`src/rtl/gate_chk_seq.sv`:
```
// Vector counter and settle timer for the truth-table checker. The FSM in
// the top decides when to restart or advance; this block only keeps count.
module gate_chk_seq #(
  parameter int N_IN   = 2,
  parameter int SETTLE = 1
) (
  input  logic            clk,
  input  logic            rst_n,
  input  logic            i_restart,
  input  logic            i_advance,
  input  logic            i_run,
  output logic [N_IN-1:0] o_vec,
  output logic            o_sampleEn
);

  // The timer only ever holds SETTLE-1 down to 0, so size it to that range.
  localparam int TW = (SETTLE > 1) ? $clog2(SETTLE) : 1;
  localparam logic [TW-1:0] RELOAD = TW'(SETTLE - 1);

  logic [N_IN-1:0] r_vec;
  logic [TW-1:0]   r_timer;

  // Restart returns to vector 0, advance steps to the next vector; both reload the settle window.
  always_ff @(posedge clk or negedge rst_n) begin
    if (!rst_n) begin
      r_vec   <= '0;
      r_timer <= '0;
    end else if (i_restart) begin
      r_vec   <= '0;
      r_timer <= RELOAD;
    end else if (i_advance) begin
      r_vec   <= r_vec + N_IN'(1);
      r_timer <= RELOAD;
    end else if (i_run && (r_timer != '0)) begin
      r_timer <= r_timer - TW'(1);
    end
  end

  assign o_vec      = r_vec;
  assign o_sampleEn = (r_timer == '0);

endmodule

```
`config.mk`:
```
export PLATFORM = sky130hd
export DESIGN_NAME = gate_chk_seq
export DESIGN_NICKNAME = d
export VERILOG_FILES = /design/src/rtl/gate_chk_seq.sv
export SDC_FILE = /design/constraint.sdc
export NUM_CORES = 1
export LEC_CHECK = 0
export CORE_AREA = 2 2 39 41
export CTS_BUF_LIST = sky130_fd_sc_hd__clkbuf_8
export CTS_CLUSTER_SIZE = 25
export DETAILED_ROUTE_END_ITERATION = 6
export DIE_AREA = 0 0 41 43
export GPL_TIMING_DRIVEN = 0
export PLACE_DENSITY = 0.33
export SLEW_MARGIN = 10
export SYNTH_ARGS = -nofsm -noshare
export SYNTH_HDL_FRONTEND = slang
export SYNTH_SLANG_ARGS = --single-unit
```
`constraint.sdc`:
```
create_clock -name clk -period 0.8 [get_ports clk]
set_input_delay 0.12 -clock clk [delete_from_list [all_inputs] [get_ports clk]]
set_output_delay 0.12 -clock clk [all_outputs]
set_load 0.05 [all_outputs]
```
* After elaboration in Yosys (flattened, before gate mapping) *
Index checks and enable logic that the tools add are counted.
W data, S select, Z words.

word-level totals
  register bits after elaboration = 3
  latch bits = 0
  bits in writable memories = 0
  ROM bits = 0
  bits of input ports = 5
  word-level logic and storage cells = 13
  memories kept = 0

cells by class
  $add $sub $neg = 2
  multiply operators = 0
  div/mod/pow operators = 0
  magnitude comparators = 0
  eq/ne operators = 0
  shifts and indexed selects = 0
  multiplexer cells = 5
  bitwise logic cells = 1
  reduce and logical (&&, ||, !) cells = 3

operator list
  kind                   number
  $mux W2                2
  $mux W1                3
  $reduce_bool A3 Y1     1
  $add A2 B1 Y2 const B  1
  $reduce_bool A2 Y1     1
  $logic_and A1 B1 Y1    1
  $not A1 Y1             1
  $sub A1 B1 Y1 const B  1

* Depth between registers and ports, before layout *
  depth after elaboration = 4
  mapped depth = 2
  gate-level depth less buffers = 2

* Worst setup path before layout *
Ideal clock, no wire load.

  kind = reg2reg
  from = register r_vec[1] (netlist: o_vec[1])
  to = register r_vec[1] (netlist: o_vec[1])
  arrival time = 0.962 ns
  slack = -0.240 ns
  cell stages (with the launch flop) = 3
  buffers on the path = 0
  cell sequence = dfrtp_1 > a21bo_1 > a21oi_1

between the ends
  cells in the longest elaborated chain, start to end = 3

ends and longest elaborated chain
  what                    line  text
  start, declared         20    logic [N_IN-1:0] r_vec;
  start signal, assigned  32    r_vec <= r_vec + N_IN'(1);
  $add A2 B1 Y2           32
  $mux W2                 31    end else if (i_advance) begin
  $mux W2                 28    end else if (i_restart) begin

Every way passes these cells. The select of a mux whose other input is x is not followed.
A chain may end at the register's enable or synchronous reset.

* Worst setup path after layout *
  from = register r_timer
  to = output port o_sampleEn

between the ends
  cells in the longest elaborated chain, start to end = 1

ends and longest elaborated chain
  what                    line  text
  start, declared         21    logic [TW-1:0] r_timer;
  start signal, assigned  35    r_timer <= r_timer - TW'(1);
  $not A1 Y1              40    assign o_sampleEn = (r_timer == '0);
  end, declared           13    output logic o_sampleEn

Every way passes these cells.

==> results.txt <==
Outcome - finished with violations
Violated checks - setup timing
Area growth syn-to-layout - 148%
Critical Path RT - 0.68 ns
Relative slew slack - 85.6%
CP Max Fanout - 2
Peak supply drop - 0.882 mV
Routed WL per cell - 8.69 um
Unrepaired setup endpoints after global routing - true
Final core utilization - 21.5%
Final worst setup slack - -0.113 ns
Final ANT Viol Nets - 0
Setup violators final - 5
TritonCTS clock tree - built
Setup clock skew after layout - 0.000232 ns
Startpoint types - flop
Layout cells sized above 1 - 52.2%
Arrival time at the worst endpoint - 0.79 ns
Total Nets Final - 29
Core outline area - 0.00138 mm2
Type of the setup path with the least slack - reg -> out
RD Place Congestion - 0.588
Final number of max-transition violations - 0
# clock sinks - 3
Total global routing track utilization - 6.44%
I/O pins - 8
Avg Synthesized Cell Area - 12.0 um2
Warnings from Yosys - 0
Number of input and output port buffers inserted - 7
Slew at the pin closest to its max-slew limit - 0.213 ns
Die area - 0.00176 mm2
Syn Std Cell Area - 120 um2
Number of global-route vias before repair - 154
Clock period minus final worst setup slack - 0.913 ns
Antenna Diode Count - 0
Initial antenna violation count - 0
Largest net degree at the start of global routing - 5
Length of the first detailed-routing pass in iterations - 2
Die height - 43 um
Maximum buffer depth of the clock tree - 2
Flop and latch count out of synthesis - 3
Max Cap Violations - 0
Clock slew seen by the registers of the worst setup and hold paths - 0.03 ns
Path category of the worst min-delay check - in -> async
Synthesized instance count - 10
Leak Pwr - 0.000137 uW
Hold violation count in the final report - 0
Sequential-to-total area share from yosys stat - 62.5%
Buffer cell driving the clock tree root - clkbuf_8
Endpoint class of the critical path - output pin
H-tree levels - 1
Initial standard-cell utilization of the core - 8.68%
Skew-Pair Late Insertion Delay - 0.21 ns
Max Freq - 1.10 GHz
Wire length of the first global-routing pass - 676 um
Via Count - 120
Number of cell rows - 14
Number of design-rule violations left by the first detailed-router iteration - 3
Die Width - 41 um
Net Count, Synth - 15
Leftover overflow at the end of global routing - 0
TritonCTS Buffers - 3
Final Routed Wirelength - 339 um
Via-per-instance ratio - 3.08
Count of distinct cell types in the synthesized netlist - 8
DRC errors left - 0
Power density normalized to cell area - 2400 mW/mm2
Post-placement cell area - 213 um2
Final std cell area, no fill - 298 um2
Final Cycle Share - 114%
Worst-case setup slack after placement - -0.539 ns
## cells in the mapped netlist
library cell  count  share of area [%]
a21bo_1           1                8.3
a21oi_1           1                4.2
dfrtp_1           3                 62
inv_1             1                3.1
nand3b_1          1                6.3
nor2_1            1                3.1
nor4_1            1                5.2
xnor2_1           1                7.3
## sequential cells by signal, summed over array words and instances, names as in the netlist
register and count:
o_vec 2, r_timer 1
## metal layers
metal  global-route usage, %  vias to the layer above  share of wire [%]
li1                        -                       61                  -
met1                    7.44                       47                 49
met2                    6.25                       10                 32
met3                    7.85                        2                 17
met4                    4.00                        0                2.1
met5                       0                        -                  0
## cell type report
class / count / area, um2
Clock buffer: 3 / 41.3
Clock inverter: 1 / 3.75
Fill cell: 150 / 1090
Inverter: 1 / 3.75
Multi-Input combinational cell: 6 / 48.8
Sequential cell: 3 / 77.6
Tap cell: 16 / 20.0
Timing Repair Buffer: 9 / 103
## stage by stage
| stage | hold WS [ns] | setup TNS (ns) | power, uW | std cells |
|---|---|---|---|---|
| 6_report | 0.0971 | -0.342 | 715 | 39 |
| 5_1_grt | 0.106 | -0.501 | 764 | 39 |
| 4_1_cts | 0.0983 | -0.399 | 725 | 39 |
| 3_5_place_dp | 0.326 | -2.09 | 265 | 33 |
| 3_3_place_gp | 0.318 | -2.04 | 264 | 33 |
| 2_1_floorplan | -0.176 | -0.224 | 219 | 10 |
## power breakdown
group          leakage [uW]  switching, uW  internal, uW
logic             0.0000727           55.1          62.3
registers         0.0000376           9.64           163
clock network     0.0000269           97.9           326
## what timing repair did
item                                    4_1_cts  5_1_grt
hold endpoints to repair                      0        0
endpoints found under the setup margin        4        6
resized for setup                            24        3
hold buffers                                  0        0
buffers inserted                              2        0
pin swaps                                     0        2
## critical path, stage by stage, from the launching register on
cell,delay [ns]
dfrtp_1,0.36
inv_2,0.07
buf_8,0.14
## placed cells by master, fill, tap and decap left out, drive strengths merged
cell	count
dfrtp	3
xnor2	1
nor4	1
clkdlybuf4s50	3
inv	2
clkbuf	3
nor2	1
a21oi	1
nand3b	1
buf	5
a21bo	1
dlymetal6s2s	1
## kinds of logic (layout without fill, tap and decap cells)
| group | count (synthesis) | count (layout) | synth area share, % |
|---|---|---|---|
| buffers and inverters | 1 | 14 | 3.12 |
| AO/OA/AOI/OAI | 2 | 2 | 12.5 |
| flip-flops | 3 | 3 | 62.5 |
| AND/OR/NAND/NOR | 3 | 3 | 14.6 |
| XOR/XNOR | 1 | 1 | 7.29 |
## worst paths after layout
check	from	to	slack (ns)	depth (start not counted)
min reg2reg	o_vec[1]	o_vec[1]	0.57	2
min in group clk	i_advance	r_timer	0.23	2
min	rst_n	r_timer	0.1	1
max reg2reg	o_vec[0]	o_vec[0]	-0.02	3
max	r_timer	o_sampleEn	-0.11	2
max in group asynchronous	rst_n	o_vec[1]	0.54	1
Power figures use the tool's default switching activity.
==> patch 1, RTL diff (same settings) <==
Register the inputs `i_restart`, `i_advance` and `i_run` before use, cleared by the reset. The logic sees them one clock later.
--- a/src/rtl/gate_chk_seq.sv
+++ b/src/rtl/gate_chk_seq.sv
@@ -18,4 +18,20 @@
   localparam logic [TW-1:0] RELOAD = TW'(SETTLE - 1);
 
+  logic i_restart_q;
+  logic i_advance_q;
+  logic i_run_q;
+
+  always_ff @(posedge clk or negedge rst_n) begin
+    if (!rst_n) begin
+      i_restart_q <= '0;
+      i_advance_q <= '0;
+      i_run_q     <= '0;
+    end else begin
+      i_restart_q <= i_restart;
+      i_advance_q <= i_advance;
+      i_run_q     <= i_run;
+    end
+  end
+
   logic [N_IN-1:0] r_vec;
   logic [TW-1:0]   r_timer;
@@ -26,11 +42,11 @@
       r_vec   <= '0;
       r_timer <= '0;
-    end else if (i_restart) begin
+    end else if (i_restart_q) begin
       r_vec   <= '0;
       r_timer <= RELOAD;
-    end else if (i_advance) begin
+    end else if (i_advance_q) begin
       r_vec   <= r_vec + N_IN'(1);
       r_timer <= RELOAD;
-    end else if (i_run && (r_timer != '0)) begin
+    end else if (i_run_q && (r_timer != '0)) begin
       r_timer <= r_timer - TW'(1);
     end
Function: changed (a bounded check fails within 4 cycles, from zero or initial values and one cycle with rst_n low).
==> patch 1 against the original RTL <==
  * The flow still finishes with violations (negative setup slack)
  * First-iteration DRC count shrank 67%
  * Worst hold slack better by 0.046 ns
  * Critical path depth is the same
  * Sequential power grew 99%
  * Routed wire length grew 22%
  * Non-clock buffer count stayed put
  * Sequential cell count increased by 3
  * Final cell count grew 5.1%
  * Worst setup slack worse by 0.0048 ns
  * Final area up 29%
  * Total power rose by 26%
  * Synthesized area increased by 66%
  * Largest cell class is now sequential cells
  * Highest routed layer is now met3
==> patch 1: results (changes against the original RTL) <==
nets 32 (+10%); reg2reg setup slack -0.07 ns (-0.05 ns); Synthesis Warnings 0 (unchanged); met3 Usage GRT 4.71% (-3.1 points); Routed met3 length 32 µm (-43%); placed cell area 292 µm² (+37%); # port buffers 7 (unchanged); placed instance count 36 (+9.1%); met1 Resource Use GR 6.64% (-0.80 points); GRT Total Usage 5.88% (-0.56 points); Seq pwr share 38.1% (+14 points); fraction of area in multi-input gates 17.6% (+1.3 points); Detailed Route WL 414 µm (+22%); synth unique cells 8 (unchanged); Largest register FFs 2 (unchanged); Synth Area per Inst 15.3 µm² (+27%); FF/Latch Area 154 µm² (+98%); layout cells sized above 1 60.0% (+7.8 points); Worst Slack Setup Final -0.118 ns (-0.00483 ns); Multi-In Gates 6 (unchanged); first-pass GRT wire length 593 µm (-12%); seq pwr 344 µW (+99%); failing checks negative setup slack; worst rel slew slack 82.1% (-3.5 points); Num CTS Buffers 3 (unchanged); post-synth net total 18 (+3); Seq/Total Area, Yosys 75.5% (+13 points); Seq area share 40.2% (+14 points); Final setup violation count 6 (+1); Placer Congestion 0.662 (+13%); Non-clk bufs 9 (unchanged); crit path DAT 0.80 ns; Top Metal Used met3; Signal buf overhead 25.2% (-9.3 points); Peak VDD IR 1250 µV (+42%); initial antenna violation count 0 (unchanged); FILL cells 138 (-8.0%); dpl ws -0.532 ns (+0.00628 ns); met2 wire len 216 µm (+98%); Starting DRT DRC Count 1 (-2); P_sw 194 µW (+19%); clk tree area frac 10.8% (-4.3 points); Seq cells 6 (+3); antenna fix cells 0 (unchanged); vias in the first global route 147 (-4.5%); Setup TNS Final -0.422 ns (-0.0802 ns); leakage 0.158 nW (+15%); worst flop-to-flop path startpoint o_vec[0]; clk_skew 0.000173 ns (-0.0000592 ns); vias per cell 3.37 (+9.4%); WL met1 165 µm (-0.60%); largest net degree at the start of global routing 7 (+2); via count 138 (+15%); worst reg2reg endpoint o_vec[1]; run status complete, but fails checks; Clk power 442 µW (+4%); Worst Hold Class input port to async pin; largest cells by area after synthesis dfrtp_1 75%, a21bo_1 5.0%, a21oi_2 4.4%
## patch 1: worst min-delay path by stage
stage           from          end  slack [ns]
6_report       rst_n     o_vec[0]        0.14
3_5_place_dp   rst_n      i_run_q        0.38
3_3_place_gp   rst_n      r_timer        0.38
2_1_floorplan  rst_n  i_advance_q       -0.18
4_1_cts        rst_n      i_run_q        0.15
5_1_grt        rst_n      i_run_q        0.17
## patch 1: kinds of logic after synthesis
logic type | count (synthesis) | synth area share (%)
buffers and inverters | 1 | 1.88
AO/OA/AOI/OAI | 2 | 9.43
XOR/XNOR | 1 | 4.40
AND/OR/NAND/NOR | 3 | 8.81
flip-flops | 6 | 75.5
## patch 1: what timing repair did
item / 4_1_cts / 5_1_grt
gates resized for setup: 26 / 2
buffers inserted: 2 / 0
endpoints found under the setup margin: 4 / 6
## patch 1: critical path: cells and delay by family (launching register included)
| kind | cells | cell delay, ns |
|---|---|---|
| buffers and inverters | 2 | 0.21 |
| flip-flops | 1 | 0.37 |
==> patch 2, RTL diff (same flow settings) <==
Without the edit above. Reset style: synchronous (`rst_n`), changed in one clocked block.
--- a/src/rtl/gate_chk_seq.sv
+++ b/src/rtl/gate_chk_seq.sv
@@ -22,5 +22,5 @@
 
   // Restart returns to vector 0, advance steps to the next vector; both reload the settle window.
-  always_ff @(posedge clk or negedge rst_n) begin
+  always_ff @(posedge clk) begin
     if (!rst_n) begin
       r_vec   <= '0;
Formal check against the unedited RTL: differs if rst_n is asserted again (counterexample within 4 cycles, from zero or initial values and one cycle with rst_n low); with rst_n held inactive, the same outputs for 10 cycles.
==> patch 2 against the original RTL <==
  * The flow still finishes with violations (negative setup slack)
  * Critical path depth is the same
  * Routed wire length fell by 9.1%
  * Worst setup slack better by 0.076 ns
  * Synthesized area shrank 7.3%
  * Combinational power is 43% lower
  * First-iteration DRC count fell by 67%
  * Final cell count stayed put
  * Final area decreased by 2.1%
  * Clock skew about the same
  * Sequential cell count is the same
  * Via count fell by 0.83%
  * Total power down 9.1%
  * Synthesized cell count rose by 10%
  * Critical endpoint unchanged
  * Highest routed layer unchanged
==> patch 2: results (changes against the original RTL) <==
run status complete, but fails checks; failing checks negative setup slack; Root Buffer clkbuf_8; synth unique cells 9 (+1); Placer Congestion 0.616 (+4.7%); nets 29 (unchanged); FF/Latch Area 68.8 µm² (-11%); placed instance count 34 (+3.0%); crit path DAT 0.72 ns (-0.07 ns); Worst Slack Setup Final -0.0371 ns (+0.0757 ns); vias per cell 3.05 (-0.83%); Num CTS Buffers 3 (unchanged); clk_skew 0.0000598 ns (-0.000172 ns); antenna fix cells 0 (unchanged); first-pass GRT wire length 503 µm (-26%); complex-gate fraction of the synthesized area 13.5% (+0.98 points); most common cell in the synthesized netlist dfxtp_1; vias in the first global route 137 (-11%); via count 119 (-0.83%); Reg clk slew, reported paths 0.03 ns (about the same); Peak VDD IR 516 µV (-41%); fraction of registers with async set/reset 0% (-100 points); Post-Synth Adder-Cell Area 0% (unchanged); Pint 517 µW (-6.4%); Final setup violation count 3 (-2); Post-Syn Instances 11 (+1); mux cell area share after synthesis 0% (unchanged); DR pass1 iterations 2 (unchanged); GRT Total Usage 5.31% (-1.1 points); DRC 0 (unchanged); Seq/Total Area, Yosys 53.9% (-8.6 points); worst-path fanout max 2 (unchanged); FILL cells 152 (+1.3%); WL per Instance 7.90 µm (-9.1%); post-synth net total 16 (+1); Starting DRT DRC Count 1 (-2); Synthesis Warnings 0 (unchanged); H-tree level count 1 (unchanged); placed cell area 209 µm² (-1.8%); worst rel slew slack 84.1% (-1.5 points); leakage 0.123 nW (-10%); Post-Synth XOR/XNOR Area 7.87% (+0.57 points); Worst Hold Class input port to flop; largest cells by area after synthesis dfxtp_1 54%, a21bo_1 9.0%, xnor2_1 7.9%
==> patch 2: kinds of logic (layout without fill, tap and decap cells) <==
family                 Yosys count  in the layout
AO/OA/AOI/OAI                    2              2
buffers and inverters            1             13
XOR/XNOR                         1              1
flip-flops                       3              3
AND/OR/NAND/NOR                  4              4
==> patch 2: final timing paths <==
| path | start | endpoint | slack [ns] | cells after the start |
|---|---|---|---|---|
| setup / recovery | r_timer | o_sampleEn | -0.04 | 2 |
| hold / removal | i_advance | r_timer | 0.24 | 2 |
| setup reg to reg | o_vec[0] | o_vec[0] | 0.05 | 3 |
| hold reg to reg | r_timer | r_timer | 0.46 | 2 |
==> patch 2: worst max-delay path, stage by stage (launching register included) <==
cell,delay (ns)
dfxtp_2,0.30
inv_2,0.06
buf_8,0.14
==> patch 2: area by class of cell <==
class	instances	area share, %
clock buffer	3	14.2
clock inverter	1	1.29
inverter	1	1.29
multi-input combinational	7	18.9
sequential	3	23.6
tap	16	6.87
timing repair buffer	8	33.9
==> patch 2: metal layers <==
metal  wire length [µm]  GRT usage [%]  up-vias
met3                 39           3.14        2
li1                   -              -       61
met2                143           5.00        6
met4                  9           10.0        0
met1                116           5.11       50
met5                  0              0        -
==> patch 2: metrics by stage <==
stage	TNS [ns]	worst slack (ns)
after floorplan	-0.0634	-0.0627
after global placement	-1.87	-0.458
after detailed placement	-1.90	-0.460
after CTS	-0.0963	-0.0405
after global routing	-0.196	-0.0628
final	-0.0824	-0.0371
==> patch 2: power by group through the flow <==
stage	registers [mW]	clock network (mW)	logic (mW)
global route	0.155	0.462	0.0725
detailed placement	0.156	0	0.0523
CTS	0.154	0.444	0.0611
finish	0.154	0.428	0.0669
floorplan	0.168	0	0.0104
global placement	0.156	0	0.0524
==> patch 2: what timing repair did <==
action                                 in CTS  in global routing
pin swaps                                   0                  1
buffers inserted                            1                  0
hold buffers                                0                  0
endpoints found under the hold margin       0                  0
gates resized for setup                    25                  4
setup endpoints to repair                   3                  6
